$ cat src/rtl/decode_stage_ctrl_if.sv
// Fetch/decode/execute handshake bundle around the IF/ID holding register.
// Registered data with zero-cycle issue; backpressure comes from ex_ready and the load-use hazard.
interface decode_stage_ctrl_if #(
  parameter int INSTR_W = 32,
  parameter int REG_AW  = 5
);
  logic               if_valid;
  logic [INSTR_W-1:0] if_instr;
  logic [INSTR_W-1:0] if_pc;
  logic               id_ready;
  logic               id_valid;
  logic               ex_ready;
  logic [INSTR_W-1:0] id_instr;
  logic [INSTR_W-1:0] id_pc;
  logic               ex_mem_read;
  logic [REG_AW-1:0]  ex_rd;
  logic               flush;
  logic               id_stall;

  modport master (
    output if_valid, if_instr, if_pc, ex_ready, ex_mem_read, ex_rd, flush,
    input  id_ready, id_valid, id_instr, id_pc, id_stall
  );

  modport slave (
    input  if_valid, if_instr, if_pc, ex_ready, ex_mem_read, ex_rd, flush,
    output id_ready, id_valid, id_instr, id_pc, id_stall
  );
endinterface

$ cat src/rtl/decode_stage_ctrl.sv
// Single-entry IF/ID holding register with load-use stall and flush; optional perf counters under DECODE_CTRL_PERF_EN.
// Latency: capture 1 cycle, issue 0 cycles after capture; stalls on ex_ready=0 or load-use hazard, flush wins over all.
module decode_stage_ctrl #(
  parameter int INSTR_W = 32,
  parameter int REG_AW  = 5
) (
  input  logic                clk,
  input  logic                rst,
  decode_stage_ctrl_if.slave  bus
`ifdef DECODE_CTRL_PERF_EN
  ,
  output logic [15:0]         stall_cnt,
  output logic [15:0]         flush_cnt
`endif
);

  typedef enum logic [1:0] {EMPTY, FULL, STALL} state_t;

  state_t             state;
  state_t             state_nxt;
  logic [INSTR_W-1:0] instr_q;
  logic [INSTR_W-1:0] pc_q;
  logic [REG_AW-1:0]  rs;
  logic [REG_AW-1:0]  rt;
  logic               hazard;
  logic               valid;
  logic               stall;
  logic               ready;
  logic               capture;
  logic               issue;

  assign rs = instr_q[21 +: REG_AW];
  assign rt = instr_q[16 +: REG_AW];

  // Register 0 is hardwired, so a load targeting it never creates a dependency.
  assign hazard = (state != EMPTY) && bus.ex_mem_read && (bus.ex_rd != '0) &&
                  ((bus.ex_rd == rs) || (bus.ex_rd == rt));

  assign capture = bus.if_valid && ready;
  assign issue   = valid && bus.ex_ready;

  always_ff @(posedge clk) begin
    if (rst) begin
      state <= EMPTY;
    end else begin
      state <= state_nxt;
    end
  end

  always_comb begin
    state_nxt = state;
    if (bus.flush) begin
      state_nxt = EMPTY;
    end else begin
      case (state)
        EMPTY: if (capture) state_nxt = FULL;
        FULL, STALL: begin
          if (hazard)     state_nxt = STALL;
          else if (issue) state_nxt = capture ? FULL : EMPTY;
          else            state_nxt = FULL;
        end
        default: state_nxt = EMPTY;
      endcase
    end
  end

  // Reset forces the handshake quiet so nothing moves in the reset cycle.
  always_comb begin
    valid = 1'b0;
    stall = 1'b0;
    ready = 1'b0;
    if (!rst) begin
      valid = (state != EMPTY) && !hazard && !bus.flush;
      stall = (state != EMPTY) && hazard && !bus.flush;
      ready = !bus.flush && ((state == EMPTY) || (valid && bus.ex_ready));
    end
  end

  always_ff @(posedge clk) begin
    if (rst) begin
      instr_q <= '0;
      pc_q    <= '0;
    end else if (capture) begin
      instr_q <= bus.if_instr;
      pc_q    <= bus.if_pc;
    end
  end

  assign bus.id_valid = valid;
  assign bus.id_stall = stall;
  assign bus.id_ready = ready;
  assign bus.id_instr = instr_q;
  assign bus.id_pc    = pc_q;

`ifdef DECODE_CTRL_PERF_EN
  always_ff @(posedge clk) begin
    if (rst) begin
      stall_cnt <= '0;
      flush_cnt <= '0;
    end else begin
      if (stall && (stall_cnt != 16'hFFFF)) stall_cnt <= stall_cnt + 16'd1;
      if (bus.flush && (state != EMPTY) && (flush_cnt != 16'hFFFF)) flush_cnt <= flush_cnt + 16'd1;
    end
  end
`endif

endmodule

$ cat src/flat_wrapper.sv
// flat-port wrapper written by rule: the top's interface ports become plain ports
module decode_stage_ctrl_flat 
#(
  parameter int INSTR_W = 32,
  parameter int REG_AW  = 5
)
  (clk, rst, bus_if_valid, bus_if_instr, bus_if_pc, bus_ex_ready, bus_ex_mem_read, bus_ex_rd, bus_flush, bus_id_ready, bus_id_valid, bus_id_instr, bus_id_pc, bus_id_stall);
  decode_stage_ctrl_if #(.INSTR_W(INSTR_W), .REG_AW(REG_AW)) bus_i ();
  input  logic clk;
  input  logic rst;
  input wire logic [$bits(bus_i.if_valid)-1:0] bus_if_valid;
  input wire logic [$bits(bus_i.if_instr)-1:0] bus_if_instr;
  input wire logic [$bits(bus_i.if_pc)-1:0] bus_if_pc;
  input wire logic [$bits(bus_i.ex_ready)-1:0] bus_ex_ready;
  input wire logic [$bits(bus_i.ex_mem_read)-1:0] bus_ex_mem_read;
  input wire logic [$bits(bus_i.ex_rd)-1:0] bus_ex_rd;
  input wire logic [$bits(bus_i.flush)-1:0] bus_flush;
  output wire logic [$bits(bus_i.id_ready)-1:0] bus_id_ready;
  output wire logic [$bits(bus_i.id_valid)-1:0] bus_id_valid;
  output wire logic [$bits(bus_i.id_instr)-1:0] bus_id_instr;
  output wire logic [$bits(bus_i.id_pc)-1:0] bus_id_pc;
  output wire logic [$bits(bus_i.id_stall)-1:0] bus_id_stall;
  assign bus_i.if_valid = bus_if_valid;
  assign bus_i.if_instr = bus_if_instr;
  assign bus_i.if_pc = bus_if_pc;
  assign bus_i.ex_ready = bus_ex_ready;
  assign bus_i.ex_mem_read = bus_ex_mem_read;
  assign bus_i.ex_rd = bus_ex_rd;
  assign bus_i.flush = bus_flush;
  assign bus_id_ready = bus_i.id_ready;
  assign bus_id_valid = bus_i.id_valid;
  assign bus_id_instr = bus_i.id_instr;
  assign bus_id_pc = bus_i.id_pc;
  assign bus_id_stall = bus_i.id_stall;
  decode_stage_ctrl #(.INSTR_W(INSTR_W), .REG_AW(REG_AW)) u_core (.clk(clk), .rst(rst), .bus(bus_i));
endmodule
$ cat config.mk
export PLATFORM = sky130hd
export DESIGN_NAME = decode_stage_ctrl_flat
export DESIGN_NICKNAME = d
export VERILOG_FILES = /design/src/rtl/decode_stage_ctrl_if.sv /design/src/rtl/decode_stage_ctrl.sv /design/src/flat_wrapper.sv
export SDC_FILE = /design/constraint.sdc
export NUM_CORES = 1
export LEC_CHECK = 0
export ABC_AREA = 1
export ABC_CLOCK_PERIOD_IN_PS = 1700
export BUFFER_PORTS_ARGS = -buffer_cell sky130_fd_sc_hd__buf_4
export CAP_MARGIN = 10
export CORE_UTILIZATION = 29
export DETAILED_ROUTE_END_ITERATION = 16
export GPL_TIMING_DRIVEN = 0
export PLACE_DENSITY = 0.6
export SKIP_CTS_REPAIR_TIMING = 1
export SYNTH_ARGS = -nofsm -noshare
export SYNTH_HDL_FRONTEND = slang
export SYNTH_SLANG_ARGS = --single-unit
export TNS_END_PERCENT = 10
$ cat constraint.sdc
create_clock -name clk -period 1.7 [get_ports clk]
set_clock_uncertainty 0.15 [all_clocks]
set_input_delay 0.085 -clock clk [delete_from_list [all_inputs] [get_ports clk]]
set_output_delay 0.085 -clock clk [all_outputs]
set_load 0.01 [all_outputs]
After elaboration in Yosys (flattened, before gate mapping). Index checks and enable logic that the tools add are counted.

Bits of input ports: 75. Output and inout port bits: 67. Flip-flop bits (word level): 66.

Mux-type cells: 8. Equal/unequal tests: 5. Reduce and logical (&&, ||, !) cells: 20.

Operator list (count): 1-bit logical AND (11); 5-bit == test (2); 2-bit 2-to-1 mux (3); 5-bit nonzero test (1); 1-bit 2-to-1 mux (4); 2-bit case mux with 2 select lines (1); 2-bit OR reduction (2); 2-bit by 1-bit == test with 1-bit output (second input constant) (1); 2-bit == test (second input constant) (1); 1-bit zero test (2); 2-bit zero test (1); 1-bit logical OR (2); 2-bit by 1-bit inequality test with 1-bit output (second input constant) (1); 2-bit nonzero test (1).

Longest topological paths before layout. Gate-level depths: netlist of run 1.

Word-level depth: 16. Gate-level depth with buffers: 16.

Worst setup path after synthesis of run 1. No wires, ideal clock.

Kind: register to register. Start: reg u_core.state[0]. End: reg u_core.instr_q[10], in the netlist u_core.bus.id_instr[10]. Setup slack: -115 ps. Data required time: 1481 ps. Arrival time: 1596 ps. Path buffers: 2. Period minus slack after synthesis: 1815 ps. Cell stages (with the launch flop): 14. Path through: dfxtp_1 inv_1 ha_1 inv_2 nand3_1 inv_2 nand2_4 nand3_4 nand2_1 nand3_2 buf_8 buf_8 nand2_2 a21oi_2.

Longest elaborated chain between the ends: 12. Elaborated cells between the ends (all ways): 13. Those cells by class: mux (1); reduce/logical (12).

RTL lines: from (decl) (line decode_stage_ctrl.sv:19) `state_t state;`; from (signal assigned) (line decode_stage_ctrl.sv:46) `state <= state_nxt;`; 2-bit nonzero test (line decode_stage_ctrl.sv:36, decode_stage_ctrl.sv:73); 1-bit logical AND (3 in a row) (line decode_stage_ctrl.sv:36) `assign hazard = (state != EMPTY) && bus.ex_mem_read && (bus.ex_rd != '0) &&`; 1-bit zero test (line decode_stage_ctrl.sv:73) `valid = (state != EMPTY) && !hazard && !bus.flush;`; 1-bit logical AND (2 in a row) (line decode_stage_ctrl.sv:73); 1-bit logical AND (line decode_stage_ctrl.sv:75) `ready = !bus.flush && ((state == EMPTY) || (valid && bus.ex_ready));`; 1-bit logical OR * (line decode_stage_ctrl.sv:75); 1-bit logical AND * (line decode_stage_ctrl.sv:75); 1-bit 2-to-1 mux * (line decode_stage_ctrl.sv:72) `if (!rst) begin`; 1-bit logical AND * (line decode_stage_ctrl.sv:39) `assign capture = bus.if_valid && ready;`; to (signal assigned) (line decode_stage_ctrl.sv:84) `instr_q <= bus.if_instr;`; to (decl) (line decode_stage_ctrl.sv:21) `logic [INSTR_W-1:0] instr_q;`.

Every way passes the cells marked *; elsewhere a longest branch is shown, timed or not. A chain may end at the register's enable or synchronous reset.

Final worst setup path of run 1.
Start: reg u_core.state[0]. End: out bus_id_ready.

Longest elaborated chain between the ends: 11. Elaborated cells between the ends (all ways): 12. Those cells by class: mux (1); reduce/logical (11).

RTL lines: 2-bit nonzero test (line decode_stage_ctrl.sv:36, decode_stage_ctrl.sv:73); 1-bit logical AND (3 in a row) (line decode_stage_ctrl.sv:36); 1-bit zero test (line decode_stage_ctrl.sv:73); 1-bit logical AND (2 in a row) (line decode_stage_ctrl.sv:73); 1-bit logical AND (line decode_stage_ctrl.sv:75); 1-bit logical OR * (line decode_stage_ctrl.sv:75); 1-bit logical AND * (line decode_stage_ctrl.sv:75); 1-bit 2-to-1 mux * (line decode_stage_ctrl.sv:72); to (decl) (line flat_wrapper.sv:18) `output wire logic [$bits(bus_i.id_ready)-1:0] bus_id_ready;`.

Marks and branches as above.

==> results of run 1 <==
-- power by group through the flow --
stage	Clock [mW]	Sequential, mW	Combinational [mW]
6_report	1.30	1.64	0.690
3_5_place_dp	0	1.67	0.531
2_1_floorplan	0	1.69	0.218
4_1_cts	1.35	1.64	0.531
3_3_place_gp	0	1.67	0.524
5_1_grt	1.40	1.64	0.751
-- state kept, by name, indices dropped and copies added, names as in the netlist --
name	cells
u_core.bus.id_instr	32
u_core.bus.id_pc	32
u_core.state	2
-- cell families after synthesis --
logic type / count (synthesis) / synth area share [%]
flip-flops: 66 / 46.95
XOR/XNOR: 2 / 0.6226
AND/OR/NAND/NOR: 173 / 28.01
buffers and inverters: 45 / 8.759
adder cells (fa/ha/maj): 2 / 0.8891
AO/OA/AOI/OAI: 69 / 14.76
-- final cells by class --
class	instances	area (um^2)
flip-flops and latches	66	1334
multi-input cells	246	1303
plain buffers	27	227.7
clock buffers	11	151.4
repair buffers	217	1793
well taps	129	161.4
clock inverters	3	40.04
inverters	18	70.07
fillers	860	4248
-- cell usage after synthesis, types with 2 or more instances --
| cell | count |
|---|---|
| nand2_1 | 76 |
| dfxtp_1 | 66 |
| nand3_1 | 63 |
| a21oi_1 | 50 |
| nor2_1 | 18 |
| inv_1 | 16 |
| clkbuf_1 | 12 |
| a21oi_2 | 11 |
| nand2_2 | 11 |
| a211oi_1 | 7 |
| buf_6 | 6 |
| buf_2 | 5 |
| buf_8 | 2 |
| ha_1 | 2 |
| inv_2 | 2 |
| xnor2_1 | 2 |
-- per-stage QoR --
step           instances  instance area [um^2]
5_1_grt              717                  5080
2_1_floorplan        357                  2845
6_report             717                  5080
3_5_place_dp         627                  4065
3_3_place_gp         627                  4065
4_1_cts              641                  4257
-- metal layers --
metal	share of wire (%)	up-vias	routed length [um]
li1	-	1636	-
met2	50	102	4767
met4	0.83	0	79
met1	43	1535	4125
met3	5.6	9	529
met5	0	-	0
-- critical path, stage by stage (launching register included) --
cell and delay (ps):
dfxtp_2 330, inv_2 60, ha_4 160, inv_4 50
nand3_1 90, inv_2 50, nand2_4 70, nand3_4 80
a21oi_4 210, buf_6 150, buf_6 100
-- path summary, 6_finish.rpt --
kind                       startpoint                   to  slack (ps)  cells after the start
hold / removal              bus_flush      u_core.state[0]           7                      4
setup reg to reg      u_core.state[0]  u_core.bus.id_pc[0]        -180                     13
setup / recovery      u_core.state[0]         bus_id_ready        -230                     10
hold reg to reg   u_core.bus.id_pc[8]  u_core.bus.id_pc[8]         310                      2
==> out/metrics.csv, run 1 <==
stage,metric,value,unit
sta,crit path time final,1935,ps
status,outcome,"finished, violations left",
power,Design Power,3.627,mW
finish,Area Overhead vs Synth,80.52,%
job,max_cap viols,0,
floorplan,chip height,100.5,um
sta,max frequency,516.9,MHz
power,Internal,2.732,mW
yosys,sequential area share after synthesis,46.95,%
global_route,GRT Total Usage,16.53,%
floorplan,core box area,0.009328,mm^2
global_route,grt met2 use,26.24,%
min_path,Hold WC Path Type,primary input to register,
placed_design,GP Congestion,0.7592,
power,Max IR drop VDD,0.4714,mV
global_route,largest net degree at the start of global routing,11,
sta,max-slew violation count,0,
yosys,Post-Syn Nets,434,
floorplan,Die X,100.5,um
floorplan,Starting Density,30.17,%
sta,Max-slew headroom,51.32,%
power,Seq pwr share,45.2,%
status,failing checks,setup timing,
finish,ANT cells,0,
yosys,"top cells by area, synth","dfxtp_1, nand3_1, nand2_1, a21oi_1, a21oi_2",
sta,TNS Setup,-8549,ps
critical_path,startpoint types,register,
cts,Num Clock Sinks,66,
critical_path,crit path DAT,1700,ps
cts,TritonCTS clock tree,yes,
cts,CTS H-tree lvls,3,
global_route,first-pass GRT wire length,12.88,mm
yosys,dominant synthesized flop cell,dfxtp_1,
cts,Num CTS Buffers,9,
placed_design,Post-DP HPWL,6.258,mm
drt,WL final,9.502,mm
finish,fraction of layout cells with a size suffix above 1,40.82,%
power,static leakage,2.177,nW
sta,Fin Hold WS,7.071,ps
floorplan,num rows,35,
sta,# setup viols final,69,
yosys,Post-synth EDFFs,0,
sta,final hold viol count,0,
power,combinational power share,19.0,%
finish,Final Util,54.46,%
power,Clock power frac,35.8,%
yosys,Post-Synthesis Cells,357,
floorplan,Die ar.,0.01010,mm^2
placed_design,Port Buffers,141,
cts,clk buf depth,2,
critical_path,CP max FO,5,
critical_path,kind of critical path,register to output port,
sta,RSZ-0062 raised after global routing,yes,
critical_path,CP endpoint kind,output port,
sta,Final WS setup,-234.5,ps
yosys,ys async rst share,0,%
yosys,largest area contributor in the netlist,dfxtp_1,
drt,WL/cell,13.25,um
power,switching share of total power,24.68,%
drt,Antenna Nets Post-Route,0,
global_route,initial antenna violation count,0,
drt,via/cell ratio,4.577,
cts,"Reg clk slew, reported paths",70,ps
drt,# DRC,0,
finish,"most common cell after layout, fill and taps aside",buf_4,
drt,detailed router's first-iteration violation count,68,
floorplan,IO Count,142,
yosys,Unique masters post-synth,24,
global_route,met3 Usage GRT,6.519,%
critical_path,CP required,1460,ps
global_route,GRT Residual Overflow,0,
sta,crit share post-route,113.8,%
yosys,Post-Synthesis Cell Area,0.002814,mm^2
yosys,Mean Syn Cell Area,7.882,um^2
power,PwrDens,714.0,mW/mm^2
finish,final net count,662,
yosys,top-area cell type share of the netlist area,46.95,%
yosys,number of synthesized register bits,66,
power,P_sw,895.0,uW
sta,worst slew pin tran,730.2,ps
cts,Worst-Skew Late Latency,330,ps
drt,routed vias,3282,
global_route,GR peak layer,met2,
yosys,Synth warnings,0,
global_route,met1 capacity usage during global routing,20.73,%
drt,DRT Pass-1 Iters,4,
cts,clock root buffer,clkbuf_8,
global_route,vias in the first global route,2582,
finish,most frequent cells in the layout,"buf_4, nand2_1, dlygate4sd3_1",
placed_design,Placement Setup Slack,-230.0,ps
No activity file was read; power rests on OpenSTA's default activity.
==> run 2, diff against run 1 <==
--- a/config.mk
+++ b/config.mk
@@ -11,7 +11,6 @@
 export CAP_MARGIN = 10
 export CORE_UTILIZATION = 29
 export DETAILED_ROUTE_END_ITERATION = 16
-export GPL_TIMING_DRIVEN = 0
 export PLACE_DENSITY = 0.6
 export SKIP_CTS_REPAIR_TIMING = 1
 export SYNTH_ARGS = -nofsm -noshare
==> constraint.sdc (replaced) <==
create_clock -name clk -period 1.7 [get_ports clk]
set_clock_uncertainty 0.15 [all_clocks]
set_input_delay 0 -clock clk [delete_from_list [all_inputs] [get_ports clk]]
set_output_delay 0 -clock clk [all_outputs]
set_load 0.01 [all_outputs]
==> out/metrics.csv, run 2 (same netlist as run 1, synthesis figures left out) <==
stage,metric,value,unit,change
critical_path,startpoint types,register,,unchanged
cts,Worst-Skew Late Latency,340,ps,was 330 ps
finish,sequential standard cell area,0.001334,mm^2,unchanged
finish,multi-input logic area,0.001399,mm^2,was 0.001303 mm^2
global_route,GRT Residual Overflow,0,,unchanged
sta,# setup viols final,69,,unchanged
min_path,hold depth,3,,was 4
cts,Num Clock Sinks,66,,unchanged
sta,TNS Setup,-10170,ps,was -8549 ps
status,failing checks,"hold timing, setup timing",,was setup timing
drt,Antenna Nets Post-Route,0,,unchanged
critical_path,Worst path max stage delay,330,ps,about the same
power,Max IR drop VDD,0.4111,mV,was 0.4714 mV
power,Internal,3.029,mW,was 2.732 mW
floorplan,chip height,100.5,um,unchanged
drt,routed vias,3331,,was 3282
cts,CTS H-tree lvls,3,,unchanged
finish,most frequent cells in the layout,"buf_4, nand2_1, dlygate4sd3_1",,unchanged
sta,final hold viol count,6,,was 0
critical_path,WP depth,13,,was 10
power,combinational power share,19.2,%,was 19.0%
critical_path,crit path DAT,2030,ps,was 1700 ps
global_route,largest net degree at the start of global routing,41,,was 11
floorplan,IO Count,142,,unchanged
critical_path,FF-to-FF path depth,13,,unchanged
drt,detailed router's first-iteration violation count,130,,was 68
critical_path,critical path's slowest cell,dfxtp_2,,unchanged
finish,"most common cell after layout, fill and taps aside",buf_4,,unchanged
power,Seq pwr share,40.7,%,was 45.2%
global_route,met1 capacity usage during global routing,18.35,%,was 20.73%
sta,Fin Hold WS,-14.13,ps,was 7.071 ps
placed_design,Port Buffers,141,,unchanged
critical_path,WP buf/inv,3,,was 5
critical_path,kind of critical path,register to register,,was register to output port
drt,# DRC,0,,unchanged
drt,DRT Pass-1 Iters,4,,unchanged
finish,Fill cells,813,,was 860
global_route,GRT Total Usage,15.85,%,was 16.53%
job,max_cap viols,0,,unchanged
placed_design,placed instance count,629,,was 627
global_route,GR peak layer,met2,,unchanged
power,PwrDens,736.7,mW/mm^2,was 714.0 mW/mm^2
cts,Num CTS Buffers,9,,unchanged
critical_path,R2R setup slack,-220,ps,was -180 ps
global_route,met3 Usage GRT,5.340,%,was 6.519%
sta,Max-slew headroom,62.96,%,was 51.32%
critical_path,CP max FO,5,,unchanged
power,switching share of total power,24.71,%,was 24.68%
floorplan,num rows,35,,unchanged
floorplan,Die ar.,0.01010,mm^2,unchanged
floorplan,Die X,100.5,um,unchanged
placed_design,Placement Setup Slack,-194.8,ps,was -230.0 ps
floorplan,core box area,0.009328,mm^2,unchanged
sta,worst slew pin tran,555.7,ps,was 730.2 ps
power,Clock power frac,40.1,%,was 35.8%
global_route,first-pass GRT wire length,12.84,mm,was 12.88 mm
cts,"Reg clk slew, reported paths",80,ps,was 70 ps
sta,crit share post-route,112.8,%,was 113.8%
critical_path,CP endpoint kind,register,,was output port
sta,max-slew violation count,0,,unchanged
global_route,grt met2 use,28.08,%,was 26.24%
finish,Final Util,58.54,%,was 54.46%
status,outcome,"finished, violations left",,unchanged
global_route,vias in the first global route,2897,,was 2582
finish,final net count,670,,was 662
min_path,Hold WC Path Type,primary input to register,,unchanged
critical_path,crit-path cells,nand2_1 > inv_1 > nor2_1 > nor2_1 > nand3_1 > nand2_2 > nand2_4 > nand3_4 > a21oi_4 > buf_6 > buf_4 > nand3_1 > a21oi_1,,was inv_2 > ha_4 > inv_4 > nand3_1 > inv_2 > nand2_4 > nand3_4 > a21oi_4 > buf_6 > buf_6
drt,via/cell ratio,4.582,,was 4.577
finish,ANT cells,0,,unchanged
floorplan,Starting Density,30.17,%,unchanged
drt,WL/cell,13.85,um,was 13.25 um
global_route,initial antenna violation count,0,,unchanged
cts,TritonCTS clock tree,yes,,unchanged
cts,clock root buffer,clkbuf_8,,unchanged
finish,fraction of layout cells with a size suffix above 1,46.32,%,was 40.82%
drt,WL final,10.07,mm,was 9.502 mm
critical_path,Crit path max-delay family,simple AND/OR/NAND/NOR gates,,was buffers and inverters
sta,RSZ-0062 raised after global routing,yes,,unchanged
finish,Area Overhead vs Synth,94.04,%,was 80.52%
placed_design,Post-DP HPWL,5.791,mm,was 6.258 mm
cts,clk buf depth,2,,unchanged
finish,Non-Filler Instances,727,,was 717
sta,max frequency,521.7,MHz,was 516.9 MHz
power,P_sw,993.9,uW,was 895.0 uW
placed_design,GP Congestion,0.8071,,was 0.7592
power,static leakage,2.342,nW,was 2.177 nW
sta,crit path time final,1917,ps,was 1935 ps
sta,Final WS setup,-217.0,ps,was -234.5 ps
critical_path,CP required,1810,ps,was 1460 ps
## run 2: cell count changes in the layout (fill, tap and decap cells not counted), moves of 6 or more
cell	before	now
buf_8	7	0
nor2_2	1	7
nor2_1	17	10
clkbuf_16	0	7
clkbuf_1	12	1
buf_4	152	168
## run 2: power groups by stage
stage               Combinational (mW)  Sequential, mW  Clock [mW]
detailed placement               0.545            1.67           0
global placement                 0.539            1.67           0
CTS                              0.546            1.63        1.65
finish                           0.771            1.64        1.61
floorplan                        0.218            1.69           0
global route                     0.828            1.64        1.72
## run 2: worst min-delay path: stages
cell and delay (ps):
buf_4 80, buf_4 290, a21oi_2 40
## run 2: metal layers
layer	part of all wire [%]	vias up	wire length (um)
met5	0	-	0
met4	1.3	0	135
met3	5.5	14	553
met2	52	110	5201
met1	41	1547	4179
li1	-	1660	-
## run 2: stage by stage
| stage | power, mW | area, um^2 | hold slack (ps) |
|---|---|---|---|
| after global routing | 4.187 | 5460 | -11.75 |
| after global placement | 2.208 | 4150 | 127.1 |
| after detailed placement | 2.215 | 4150 | 134.4 |
| after CTS | 3.835 | 4393 | -238.1 |
| after floorplan | 1.911 | 2845 | 4.035 |
| final | 4.023 | 5460 | -14.13 |
## run 2: cell type report
cell class / instances / share of cell area (%)
Sequential cell: 66 / 24.43
Inverter: 18 / 1.283
Timing Repair Buffer: 251 / 41.27
Clock inverter: 6 / 2.108
Multi-Input combinational cell: 247 / 25.62
Tap cell: 129 / 2.956
Clock buffer: 10 / 2.337
## run 2: final timing paths
kind	from	endpoint
worst max-delay path	u_core.bus.id_instr[16]	u_core.bus.id_pc[2]
worst min-delay path	rst	u_core.bus.id_pc[6]
worst max register to register	u_core.bus.id_instr[16]	u_core.bus.id_pc[2]
worst min register to register	u_core.bus.id_pc[10]	u_core.bus.id_pc[10]
